--- config.mk ---
export PLATFORM = sky130hd
export DESIGN_NAME = acc_mem_reader
export DESIGN_NICKNAME = d
export VERILOG_FILES = /design/src/rtl/acc_pkg.sv /design/src/rtl/acc_mem_reader.sv
export SDC_FILE = /design/constraint.sdc
export NUM_CORES = 1
export LEC_CHECK = 0
export ABC_AREA = 1
export CAP_MARGIN = 20
export CORE_AREA = 3 3 69 71
export CTS_CLUSTER_SIZE = 14
export DETAILED_ROUTE_END_ITERATION = 10
export DIE_AREA = 0 0 72 74
export HOLD_SLACK_MARGIN = 0.02
export PLACE_DENSITY = 0.64
export SYNTH_ARGS = -nofsm -noshare
export SYNTH_HDL_FRONTEND = slang
export SYNTH_SLANG_ARGS = --single-unit
--- constraint.sdc ---
create_clock -name clk -period 2.41 [get_ports clk]
set_input_delay 0.482 -clock clk [delete_from_list [all_inputs] [get_ports clk]]
set_output_delay 0.482 -clock clk [all_outputs]
set_load 0.02 [all_outputs]
--- src/rtl/acc_pkg.sv ---
// rtl/acc_pkg.sv - shared constants and FSM state type for the accumulator memory reader
package acc_pkg;

    localparam int IN_DATA_WIDTH_DEF = 8;
    localparam int AWIDTH_DEF        = 8;
    localparam int DRAIN_CYCLES      = 2;

    typedef enum logic [2:0] {
        ST_IDLE  = 3'd0,
        ST_CLEAR = 3'd1,
        ST_READ  = 3'd2,
        ST_DRAIN = 3'd3,
        ST_DONE  = 3'd4
    } state_t;

endpackage

--- src/rtl/acc_mem_reader.sv ---
// rtl/acc_mem_reader.sv - clears the accumulator, streams a run of memory words into it, pulses done
module acc_mem_reader
    import acc_pkg::*;
#(
    parameter int IN_DATA_WIDTH = IN_DATA_WIDTH_DEF,
    parameter int AWIDTH        = AWIDTH_DEF
) (
    input  logic                     clk,
    input  logic                     reset_n,
    input  logic                     start_i,
    input  logic [AWIDTH-1:0]        base_addr_i,
    input  logic [AWIDTH:0]          num_cnt_i,
    output logic                     mem_ce_o,
    output logic [AWIDTH-1:0]        mem_addr_o,
    input  logic [IN_DATA_WIDTH-1:0] mem_q_i,
    output logic                     acc_run_o,
    output logic                     acc_valid_o,
    output logic [IN_DATA_WIDTH-1:0] acc_number_o,
    output logic                     idle_o,
    output logic                     done_o
);

    localparam logic [AWIDTH:0] MAX_CNT    = {1'b1, {AWIDTH{1'b0}}};
    localparam logic [1:0]      DRAIN_LAST = 2'(DRAIN_CYCLES - 1);

    state_t              r_state;
    state_t              w_next_state;
    logic [AWIDTH-1:0]   r_addr;
    logic [AWIDTH:0]     r_remain;
    logic [1:0]          r_drain_cnt;
    logic                r_valid;
    logic [AWIDTH:0]     w_count;
    logic                w_last_issue;
    logic                w_drain_end;

    assign w_count      = (num_cnt_i > MAX_CNT) ? MAX_CNT : num_cnt_i;
    assign w_last_issue = (r_remain == (AWIDTH+1)'(1));
    assign w_drain_end  = (r_drain_cnt == DRAIN_LAST);

    always_ff @(posedge clk or negedge reset_n) begin
        if (!reset_n) begin
            r_state <= ST_IDLE;
        end else begin
            r_state <= w_next_state;
        end
    end

    always_comb begin
        w_next_state = r_state;
        case (r_state)
            ST_IDLE:  if (start_i) w_next_state = ST_CLEAR;
            ST_CLEAR: w_next_state = (r_remain != '0) ? ST_READ : ST_DRAIN;
            ST_READ:  if (w_last_issue) w_next_state = ST_DRAIN;
            ST_DRAIN: if (w_drain_end) w_next_state = ST_DONE;
            ST_DONE:  w_next_state = ST_IDLE;
            default:  w_next_state = ST_IDLE;
        endcase
    end

    always_comb begin
        mem_ce_o   = 1'b0;
        mem_addr_o = '0;
        acc_run_o  = 1'b0;
        done_o     = 1'b0;
        idle_o     = 1'b0;
        case (r_state)
            ST_IDLE:  idle_o = 1'b1;
            ST_CLEAR: acc_run_o = 1'b1;
            ST_READ: begin
                mem_ce_o   = 1'b1;
                mem_addr_o = r_addr;
            end
            ST_DONE:  done_o = 1'b1;
            default:  ;
        endcase
    end

    // Address wraps naturally at 2^AWIDTH; the remaining-word counter ends the burst.
    always_ff @(posedge clk or negedge reset_n) begin
        if (!reset_n) begin
            r_addr      <= '0;
            r_remain    <= '0;
            r_drain_cnt <= '0;
            r_valid     <= 1'b0;
        end else begin
            r_valid     <= mem_ce_o;
            r_drain_cnt <= (r_state == ST_DRAIN) ? r_drain_cnt + 2'd1 : 2'd0;
            case (r_state)
                ST_IDLE: begin
                    if (start_i) begin
                        r_addr   <= base_addr_i;
                        r_remain <= w_count;
                    end
                end
                ST_READ: begin
                    r_addr   <= r_addr + AWIDTH'(1);
                    r_remain <= r_remain - (AWIDTH+1)'(1);
                end
                default: ;
            endcase
        end
    end

    // The accumulator keeps adding after valid falls, so the operand must be forced to zero.
    assign acc_valid_o  = r_valid;
    assign acc_number_o = r_valid ? mem_q_i : '0;

endmodule

## Word level (Yosys, flattened, before mapping)

Cells that the tools add are included.
W data, S select, Z words.

| cells by class | value |
|---|---|
| $add $sub $neg | 3 |
| order comparisons | 1 |
| eq/ne operators | 9 |
| muxes and demuxes | 17 |
| reduce and logical (&&, ||, !) cells | 5 |

Operator list:

| operator | number |
|---|---|
| $mux W8 | 3 |
| $mux W9 | 2 |
| $pmux W9 S2 | 1 |
| $pmux W8 S2 | 1 |
| $pmux W3 S4 | 1 |
| $eq A9 B1 Y1 const B | 1 |
| $gt A9 B9 Y1 const B | 1 |
| $mux W3 | 3 |
| $reduce_bool A9 Y1 | 1 |
| $sub A9 B1 Y9 const B | 1 |
| $add A8 B1 Y8 const B | 1 |
| $eq A3 B2 Y1 const B | 2 |
| $ne A2 B2 Y1 const B | 3 |
| $mux W1 | 5 |
| $eq A3 B1 Y1 const B | 1 |
| $eq A3 B3 Y1 const B | 1 |
| $logic_not A3 Y1 | 1 |
| $reduce_and A3 Y1 | 1 |
| $add A2 B1 Y2 const B | 1 |
| $eq A2 B1 Y1 const B | 1 |
| $mux W2 | 1 |
| $reduce_and A2 Y1 | 1 |
| $reduce_bool A2 Y1 | 1 |

| storage, ports and cells | value |
|---|---|
| bits in registers | 23 |
| input bits | 28 |
| output and inout bits | 21 |
| logic and storage cells | 40 |

## Depth between registers and ports, before layout

Gate-level depths: netlist (run 1).

| depth | value |
|---|---|
| depth in word-level cells | 4 |
| gate-level depth with buffers | 10 |
| gate-level depth less buffers | 10 |

## Least setup slack after synthesis (run 1)

No wires, ideal clock.

| timing | value |
|---|---|
| kind | reg-to-output |
| start point | reg r_state[2] |
| end point | out mem_addr_o[1] |
| arrival | 1.128 ns |
| slack | 0.800 ns |
| cell stages (with the launch flop) | 5 |
| cells stage by stage | dfrtp_1 > inv_2 > nand3_4 > buf_2 > nor2_1 |

| on the way | value |
|---|---|
| word-level cells in the longest chain between the ends | 2 |

Ends and longest elaborated chain:

| item | line | text |
|---|---|---|
| start: declaration | acc_mem_reader.sv:26 | `state_t r_state;` |
| start signal: assignment | acc_mem_reader.sv:44 | `r_state <= w_next_state;` |
| $eq A3 B2 Y1 | acc_mem_reader.sv:66 | `case (r_state)` |
| $mux W8 | acc_mem_reader.sv:66 |  |
| end: declaration | acc_mem_reader.sv:14 | `output logic [AWIDTH-1:0] mem_addr_o,` |

Every way passes these cells.

## Worst setup path after layout (run 1)

| timing | value |
|---|---|
| start point | reg r_state[0] |
| end point | out mem_addr_o[1] |

Same word-level chain as after synthesis.

==> results of run 1 <==
[routing by layer]
layer / GRT usage, % / part of all wire, % / vias to the layer above / wire length [um]
met3: 3.108 / 6.0 / 5 / 226
met4: 5.010 / 1.2 / 0 / 46
met1: 20.72 / 50 / 697 / 1900
met5: 0 / 0 / - / 0
li1: - / - / 841 / -
met2: 23.47 / 43 / 47 / 1622
[through the flow]
stage	setup WS, ns	power [mW]
2_1_floorplan	0.7998	1.989
3_3_place_gp	0.2975	2.438
3_5_place_dp	0.2782	2.454
4_1_cts	0.03026	2.711
5_1_grt	0.009106	3.008
6_report	0.09762	2.738
[flip-flops by register name, indices dropped and copies added (netlist names)]
name         flops
r_addr           8
r_state          3
r_remain         9
acc_valid_o      1
r_drain_cnt      2
[cells in the final DEF, fill, tap and decap left out, types with 2 or more instances in the layout]
master           count
nand2_1             66
clkdlybuf4s50_1     48
nor2_1              36
inv_1               34
nand3_1             23
dfrtp_1             23
buf_4                7
nor3_1               5
ha_1                 5
inv_2                4
a21oi_1              4
o21ai_0              4
xor2_1               3
o21ai_1              3
o211ai_1             3
clkbuf_8             3
nand3_4              2
inv_4                2
nand4_1              2
nand3b_1             2
o211ai_2             2
[power by group]
group / leakage (nW) / internal (mW) / switching (mW) / total [mW]
combinational: 0.817 / 0.735 / 1.01 / 1.75
clock: 0.0228 / 0.118 / 0.134 / 0.252
sequential: 0.284 / 0.568 / 0.169 / 0.736
[logic make-up (layout without fill, tap and decap cells)]
kind of cell,count (synthesis),in the layout,share of synthesized area [%]
AO/OA/AOI/OAI,19,19,7.780
XOR/XNOR,3,3,1.602
adder cells (fa/ha/maj),5,5,3.814
buffers and inverters,45,100,12.58
flip-flops,23,23,35.09
AND/OR/NAND/NOR,140,140,39.13
[worst min path at each step]
stage,to,slack [ns],cells after the start
after detailed placement,r_drain_cnt[0]$_DFF_PN0_,0.42,1
final,r_drain_cnt[0]$_DFF_PN0_,0.43,1
after floorplan,acc_valid_o$_DFF_PN0_,0.19,0
after global routing,r_drain_cnt[0]$_DFF_PN0_,0.46,1
after CTS,r_drain_cnt[0]$_DFF_PN0_,0.44,1
after global placement,r_drain_cnt[0]$_DFF_PN0_,0.43,1
[final cells by class]
| cell class | instances | area [sq um] | area share [%] |
|---|---|---|---|
| tap | 52 | 65.06 | 2.889 |
| clock buffer | 4 | 45.04 | 2.000 |
| multi-input combinational | 167 | 858.3 | 38.11 |
| inverter | 40 | 155.1 | 6.889 |
| sequential | 23 | 575.6 | 25.56 |
| timing repair buffer | 56 | 553.0 | 24.56 |
[worst reg2reg max path: stages (launching register included)]
cell      delay (ns)
dfrtp_1         0.40
inv_2           0.12
nand3_4         0.17
buf_4           0.19
buf_4           0.18
nand2_8         0.15
inv_2           0.10
nand2_1         0.06
o211ai_1        0.07
==> impl_metrics.py, run 1 <==
metrics = {
    "critical_path": {
        "crit_required_ns": 1.93,
        "cp_slowest_cell": "clkdlybuf4s50_1",
        "path_cells": "inv_2, nand3_4, buf_12, nor2_1, clkdlybuf4s50_1",
        "path_class": "flop to output pin",
        "critPathCaptureType": "output pin",
        "critPathTopFamily": "buffers and inverters",
        "reg2reg_to": "r_remain[1]$_DFFE_PN0P_",
        "path_max_fanout": 9,
        "max_stage_delay_ns": 0.61,
        "cp-startpoint": "r_state[0]$_DFFE_PN0P_",
        "crit_arrival_ns": 1.83,
        "crit_end": "mem_addr_o[1]",
        "reg2reg_slack_ns": 0.87,
        "cp.depth": 5,
        "worstSetupStartpointType": "flop",
        "reg2reg_depth": 8,
        "rr_startpoint": "r_state[0]$_DFFE_PN0P_",
        "crit_buf_inv": 3,
    },
    "logic_synthesis": {
        "yosys.area.top_type_share_pct": 35.09,
        "yosys.area.top_type": "dfrtp_1",
        "synthTopCellsByArea": "dfrtp_1 (35%), nand2_1 (15%), nor2_1 (8.2%)",
        "syn_avg_cell_area_sq_um": 6.980,
        "async_reset_ff_share_pct": 100.0,
        "synth_ff_type": "dfrtp_1",
        "synth.most_common_cell": "nand2_1",
        "synth_nets": 268,
        "synth-seq-area-share_pct": 35.09,
        "yosys_warnings": 0,
        "synth_edf_count": 0,
        "yosysUniqueCellTypes": 29,
        "synth_commonest_cells": "nand2_1 (66), nor2_1 (36), inv_1 (34), dfrtp_1 (23), nand3_1 (23)",
        "ys_seq_elements": 23,
        "synth_cells": 235,
        "synth_area_sq_um": 1640,
    },
    "grt": {
        "grt_pass1_wl_um": 6272,
        "gr-total-overflow": 0,
        "antenna_found_initial": 0,
        "first_global_vias": 1379,
        "grt_start_max_net_pins": 24,
        "track_usage_pct": 14.98,
    },
    "place": {
        "dp_hpwl_um": 2913,
        "dp_cells": 335,
        "dpl_cell_area_sq_um": 2172,
        "place.gp.congestion": 0.8358,
        "port_buffers": 48,
    },
    "hold_path": {
        "hold_start": "r_drain_cnt[0]$_DFF_PN0_",
        "hold_path_class": "flop to flop",
    },
    "floorplan": {
        "start_util_pct": 38.20,
        "core_area_sq_um": 4294,
        "io_pins": 49,
        "die_w_um": 72,
        "fp-row-count": 24,
        "die_area_sq_um": 5328,
        "die_h_um": 74,
    },
    "detailed_routing": {
        "drc": 0,
        "dr.first_iter.drc_count": 96,
        "vias": 1590,
        "wire_per_inst_um": 11.10,
        "viasPerCell": 4.649,
        "routed_wl_um": 3796,
        "dr.pass1.iters": 6,
        "ant_nets": 0,
    },
    "timing": {
        "period_share_pct": 95.95,
        "setup_viol": 0,
        "finClkSkew_ns": 0.003995,
        "setup_tns_ns": 0,
        "worstMarginPinSlew_ns": 0.5027,
        "fmax_ghz": 0.4325,
        "finalHoldViolations": 0,
        "rsz0062_at_grt": "no",
        "hold_ws_ns": 0.4349,
        "drv_slew": 0,
        "maxSlewHeadroom_pct": 66.23,
        "min_period_ns": 2.312,
    },
    "finish": {
        "fillers": 446,
        "synthToLayoutAreaGrowth_pct": 37.30,
        "final_area_sq_um": 2252,
        "final_layout_size_suffix_gt1_share_pct": 8.966,
        "final_net_count": 324,
        "final_util_pct": 52.45,
        "stdcell_count": 342,
        "diodes": 0,
    },
    "cts": {
        "post_cts_buffers": 0,
        "clockBufferDepth": 2,
        "cts_tree": "done",
        "cts_root_buffer": "clkbuf_8",
        "clk_pin_slew_worst_paths_ns": 0.08,
        "htree_levels": 1,
        "cts_hold_buf": 0,
        "clk_latency_ns": 0.27,
        "cts_buffers": 3,
        "cts_resized": 0,
        "cts_sinks": 23,
    },
    "power_and_ir_drop": {
        "ir_drop_mv": 0.5341,
        "power_per_cell_area_nw_per_um2": 1216,
        "p_leak_nw": 1.124,
    },
    "run": {
        "maxCapViolations": 0,
    },
    "status": {
        "status": "finished, final reports clean",
    },
}
Note: power is estimated with default switching activity, not from simulation.
==> run 2, diff against run 1 <==
Settings changed: CORE_AREA 3 3 69 71 to 3 3 61 63, CTS_CLUSTER_SIZE 14 to 16, DIE_AREA 0 0 72 74 to 0 0 64 66, PLACE_DENSITY 0.64 to 0.81.
==> run 2 against run 1 <==
Compared with the run above: non-clock buffer count shrank 4; sequential cell count is the same; global-route usage rose by 3.7 points; register-to-register slack gained 0.02 ns; combinational power down 4%; utilization increased by 15 points; design area is 1.9% lower; worst hold slack better by 0.0080 ns; largest cell class unchanged; critical endpoint is now acc_run_o.
==> impl_metrics.py, run 2 (synthesized netlist as in run 1, its figures left out) <==
metrics = {
    "cts": {
        "clk_latency_ns": 0.32,
        "clockBufferDepth": 2,
        "cts_hold_buf": 0,
        "cts_buffers": 3,
        "cts_resized": 1,
        "cts_root_buffer": "clkbuf_4",
        "cts_tree": "done",
        "htree_levels": 1,
        "cts_sinks": 23,
        "clk_pin_slew_worst_paths_ns": 0.13,
        "post_cts_buffers": 0,
    },
    "critical_path": {
        "worstSetupStartpointType": "flop",
        "crit_required_ns": 1.93,
        "cp_slowest_cell": "clkdlybuf4s50_1",
        "path_class": "flop to output pin",
        "reg2reg_depth": 7,
        "max_stage_delay_ns": 0.65,
        "crit_buf_inv": 1,
        "critPathTopFamily": "buffers and inverters",
        "cp.depth": 2,
        "crit_arrival_ns": 1.73,
        "critPathCaptureType": "output pin",
        "path_cells": "nor3_2, clkdlybuf4s50_1",
        "path_max_fanout": 5,
    },
    "timing": {
        "finClkSkew_ns": 0.001817,
        "setup_viol": 0,
        "finalHoldViolations": 0,
        "fmax_ghz": 0.4528,
        "drv_slew": 0,
        "hold_ws_ns": 0.4430,
        "rsz0062_at_grt": "no",
        "period_share_pct": 91.64,
        "setup_tns_ns": 0,
        "worstMarginPinSlew_ns": 0.5173,
        "min_period_ns": 2.209,
        "maxSlewHeadroom_pct": 65.25,
    },
    "finish": {
        "fillers": 310,
        "final_net_count": 320,
        "layout_common_cells": "nand2_1 (66), clkdlybuf4s50_1 (39), nor2_1 (36)",
        "synthToLayoutAreaGrowth_pct": 34.63,
        "largest_register_ffs": 9,
        "final_common_cell": "nand2_1",
        "multi_input_area_sq_um": 863.3,
        "final_layout_size_suffix_gt1_share_pct": 8.392,
        "top_register": "r_remain",
        "area.sequential_sq_um": 575.6,
        "final_area_sq_um": 2208,
        "diodes": 0,
        "reg_top3": "r_remain: 9 flops, r_addr: 8 flops, r_state: 3 flops",
    },
    "grt": {
        "gr-total-overflow": 0,
        "track_usage_pct": 18.70,
        "grt_pass1_wl_um": 6361,
        "grt_start_max_net_pins": 24,
        "first_global_vias": 1520,
        "antenna_found_initial": 0,
    },
    "detailed_routing": {
        "dr.first_iter.drc_count": 65,
        "dr.pass1.iters": 4,
        "routed_wl_um": 3690,
        "viasPerCell": 4.898,
        "wire_per_inst_um": 11.11,
        "ant_nets": 0,
        "drc": 0,
        "vias": 1626,
    },
    "floorplan": {
        "fp-row-count": 21,
        "die_h_um": 66,
        "io_pins": 49,
        "core_area_sq_um": 3284,
        "start_util_pct": 49.94,
        "die_area_sq_um": 4224,
        "die_w_um": 64,
    },
    "power_and_ir_drop": {
        "p_leak_nw": 1.234,
        "fin_total_pwr_mw": 2.603,
        "power_per_cell_area_nw_per_um2": 1179,
        "ir_drop_mv": 0.6152,
    },
    "status": {
        "status": "finished, final reports clean",
    },
    "run": {
        "maxCapViolations": 0,
    },
    "place": {
        "port_buffers": 48,
        "dpl_cell_area_sq_um": 2157,
        "dp_hpwl_um": 2931,
        "place.gp.congestion": 0.7917,
    },
    "hold_path": {
        "min_path_cells": 1,
        "hold_path_class": "flop to flop",
    },
}
run 2: changes by cell type in the layout (fill, tap and decap cells not counted), sizes merged:
cell,previous run,this run
clkdlybuf4s50,48,39
dlygate4sd2,0,1
buf,8,4
clkbuf,4,3
dlymetal6s2s,0,8
clkinv,0,1
run 2: area by class of cell:
cell class                      count  area share [%]
Clock inverter                      1          0.2266
Clock buffer                        3           1.020
Multi-Input combinational cell    167           39.09
Inverter                           40           7.025
Tap cell                           46           2.606
Timing Repair Buffer               52           23.97
Sequential cell                    23           26.06
run 2: metal layers:
layer	wire length, um	up-vias	track usage [%]
met2	1784	52	32.77
met3	269	4	3.741
met5	0	-	0
met1	1593	731	22.71
li1	-	839	-
met4	43	0	6.469
run 2: worst paths after layout:
kind	start	endpoint	slack, ns
setup / recovery	r_state[1]$_DFFE_PN0P_	acc_run_o	0.20
max in group asynchronous	reset_n	r_addr[6]$_DFFE_PN0P_	1.69
hold reg to reg	r_drain_cnt[0]$_DFF_PN0_	r_drain_cnt[0]$_DFF_PN0_	0.44
setup reg to reg	r_state[2]$_DFFE_PN0P_	r_remain[5]$_DFFE_PN0P_	0.89
hold / removal	r_drain_cnt[0]$_DFF_PN0_	r_drain_cnt[0]$_DFF_PN0_	0.44
min in group asynchronous	reset_n	r_drain_cnt[0]$_DFF_PN0_	0.50
run 2: metrics by stage:
step / instances / utilization (%) / setup slack, ns
after floorplan: 235 / - / 0.7998
after global placement: 328 / 65.68 / 0.2919
after detailed placement: 328 / 65.68 / 0.2600
after CTS: 332 / 66.48 / 0.02519
after global routing: 332 / 67.24 / 0.07188
final: 332 / 67.24 / 0.2014
run 2: where the power goes:
part           total (mW)  leakage, nW  internal, mW  switching [mW]
Combinational        1.68        0.932         0.674            1.01
Clock               0.188       0.0177        0.0623           0.125
Sequential          0.737        0.284         0.566           0.170
==> run 3, diff against run 2 <==
Settings changed: RECOVER_POWER from default to 50.
==> run 3 against run 2 <==
Compared with the run above: critical path depth is 2 higher; sequential cell count stayed put; global-route usage stayed put; setup slack worse by 0.028 ns; worst hold slack worse by 0.0018 ns; register-to-register slack worse by 0.66 ns; power is 2.2% lower; clock power hardly changed; maximum frequency is 1.3% lower; die area stayed put; count of clock-buffer cells in the layout stayed put; largest cell class unchanged; largest power group unchanged.
==> impl_metrics.py, run 3 (synthesized netlist as in run 1, its figures left out) <==
metrics = {
    "timing": {
        "fmax_ghz": 0.4470,
        "period_share_pct": 92.82,
        "finalHoldViolations": 0,
        "hold_ws_ns": 0.4412,
        "drv_slew": 0,
        "maxSlewHeadroom_pct": 19.41,
        "finClkSkew_ns": 0.001346,
        "setup_tns_ns": 0,
        "setup_viol": 0,
        "worstMarginPinSlew_ns": 1.209,
        "min_period_ns": 2.237,
        "rsz0062_at_grt": "no",
    },
    "power_and_ir_drop": {
        "combPwrFrac_pct": 63.8,
        "power_per_cell_area_nw_per_um2": 1170,
        "switching_share_pct": 50.24,
        "ir_drop_mv": 0.6012,
        "power_switching_mw": 1.279,
        "p_leak_nw": 1.218,
        "intPower_mw": 1.266,
        "seqPwrFrac_pct": 28.9,
        "pwr-share-clk_pct": 7.3,
    },
    "detailed_routing": {
        "dr.pass1.iters": 4,
        "wire_per_inst_um": 11.12,
        "routed_wl_um": 3691,
        "ant_nets": 0,
        "vias": 1631,
        "dr.first_iter.drc_count": 60,
        "drc": 0,
        "viasPerCell": 4.913,
    },
    "cts": {
        "clk_latency_ns": 0.32,
        "cts_root_buffer": "clkbuf_4",
        "cts_hold_buf": 0,
        "htree_levels": 1,
        "cts_sinks": 23,
        "clockBufferDepth": 2,
        "clk_pin_slew_worst_paths_ns": 0.13,
        "cts_tree": "done",
        "cts_buffers": 3,
    },
    "critical_path": {
        "worstSetupStartpointType": "flop",
        "crit_required_ns": 1.93,
        "cp_common_cell": "inv_1",
        "crit_buf_inv": 3,
        "path_max_fanout": 3,
        "path_cells": "inv_1, nand3_4, inv_1, clkdlybuf4s50_1",
        "path_class": "flop to output pin",
        "cp_slowest_cell": "clkdlybuf4s50_1",
        "critPathCaptureType": "output pin",
        "critPathTopFamily": "buffers and inverters",
        "crit_arrival_ns": 1.76,
        "max_stage_delay_ns": 0.60,
    },
    "grt": {
        "grt_start_max_net_pins": 24,
        "grt_pass1_wl_um": 6361,
        "gr-total-overflow": 0,
        "antenna_found_initial": 0,
        "track_usage_pct": 18.70,
        "first_global_vias": 1520,
    },
    "place": {
        "place.gp.congestion": 0.7917,
        "dp_hpwl_um": 2931,
        "port_buffers": 48,
    },
    "finish": {
        "final_common_cell": "nand2_1",
        "fillers": 313,
        "final_net_count": 320,
        "area.sequential_sq_um": 575.6,
        "multi_input_area_sq_um": 842.1,
        "reg_top3": "r_remain: 9 flops, r_addr: 8 flops, r_state: 3 flops",
        "layout_common_cells": "nand2_1 (67), clkdlybuf4s50_1 (38), inv_1 (36), nor2_1 (36)",
        "final_layout_size_suffix_gt1_share_pct": 5.944,
        "diodes": 0,
        "largest_register_ffs": 9,
        "top_register": "r_remain",
        "synthToLayoutAreaGrowth_pct": 32.65,
    },
    "floorplan": {
        "die_area_sq_um": 4224,
        "die_w_um": 64,
        "io_pins": 49,
        "die_h_um": 66,
        "core_area_sq_um": 3284,
        "start_util_pct": 49.94,
        "fp-row-count": 21,
    },
    "hold_path": {
        "hold_path_class": "flop to flop",
    },
    "run": {
        "maxCapViolations": 0,
    },
    "status": {
        "status": "finished, final reports clean",
    },
}
run 3: cell count changes in the layout (fill, tap and decap cells not counted):
cell	delta
nand2_8	-1
clkbuf_1	+3
o211ai_1	+1
nand2_1	+1
o211ai_2	-1
inv_2	-2
clkdlybuf4s50_1	-1
buf_4	-3
inv_1	+2
dlygate4sd3_1	+1
run 3: worst paths after layout:
check                                         start                       end  slack [ns]  cells past startpoint
max in group asynchronous                   reset_n   r_remain[7]$_DFFE_PN0P_        0.79                      2
hold / removal             r_drain_cnt[0]$_DFF_PN0_  r_drain_cnt[0]$_DFF_PN0_        0.44                      1
hold reg to reg            r_drain_cnt[0]$_DFF_PN0_  r_drain_cnt[0]$_DFF_PN0_        0.44                      1
min in group asynchronous                   reset_n  r_drain_cnt[0]$_DFF_PN0_        0.92                      2
setup reg to reg             r_state[2]$_DFFE_PN0P_   r_remain[1]$_DFFE_PN0P_        0.23                      7
setup / recovery             r_state[2]$_DFFE_PN0P_                    idle_o        0.17                      4
run 3: metal layers:
metal	vias up	track usage (%)	part of all wire [%]
met1	742	22.71	45
met2	49	32.77	49
met4	0	6.469	0.46
li1	838	-	-
met3	2	3.741	6.2
met5	-	0	0
run 3: repair_timing:
| action | in CTS | in global routing |
|---|---|---|
| gates resized for setup | 1 | 9 |
| buffers inserted | 0 | 0 |
| endpoints found under the hold margin | 0 | 0 |
| endpoints found under the setup margin | 1 | 9 |
run 3: cell type report:
cell class                 count  share of cell area (%)
clock inverter                 1                  0.2300
inverter                      40                   7.131
multi-input combinational    167                   38.70
timing repair buffer          52                   23.81
sequential                    23                   26.45
tap                           46                   2.645
clock buffer                   3                   1.035
run 3: per-stage QoR:
| step | area [sq um] | setup slack, ns | cells | power [mW] | utilization (%) |
|---|---|---|---|---|---|
| after floorplan | 1640 | 0.7998 | 235 | 1.989 | - |
| after global placement | 2157 | 0.2919 | 328 | 2.403 | 65.68 |
| after detailed placement | 2157 | 0.2600 | 328 | 2.444 | 65.68 |
| after CTS | 2183 | 0.02519 | 332 | 2.633 | 66.48 |
| after global routing | 2176 | 0.04451 | 332 | 2.799 | 66.25 |
| final | 2176 | 0.1730 | 332 | 2.545 | 66.25 |
run 3: power by group through the flow:
stage	registers, mW	logic [mW]	clock network [mW]
finish	0.735	1.62	0.187
global route	0.763	1.83	0.206
CTS	0.735	1.70	0.194
detailed placement	0.741	1.70	0
global placement	0.737	1.67	0
floorplan	0.703	1.29	0
run 3: worst reg2reg max path, cell delays in order (launching register included):
cell,delay [ns]
dfrtp_1,0.41
inv_1,0.13
nand3_4,0.22
clkbuf_1,0.40
nand2_1,0.51
inv_2,0.30
nand2_1,0.07
o211ai_1,0.08
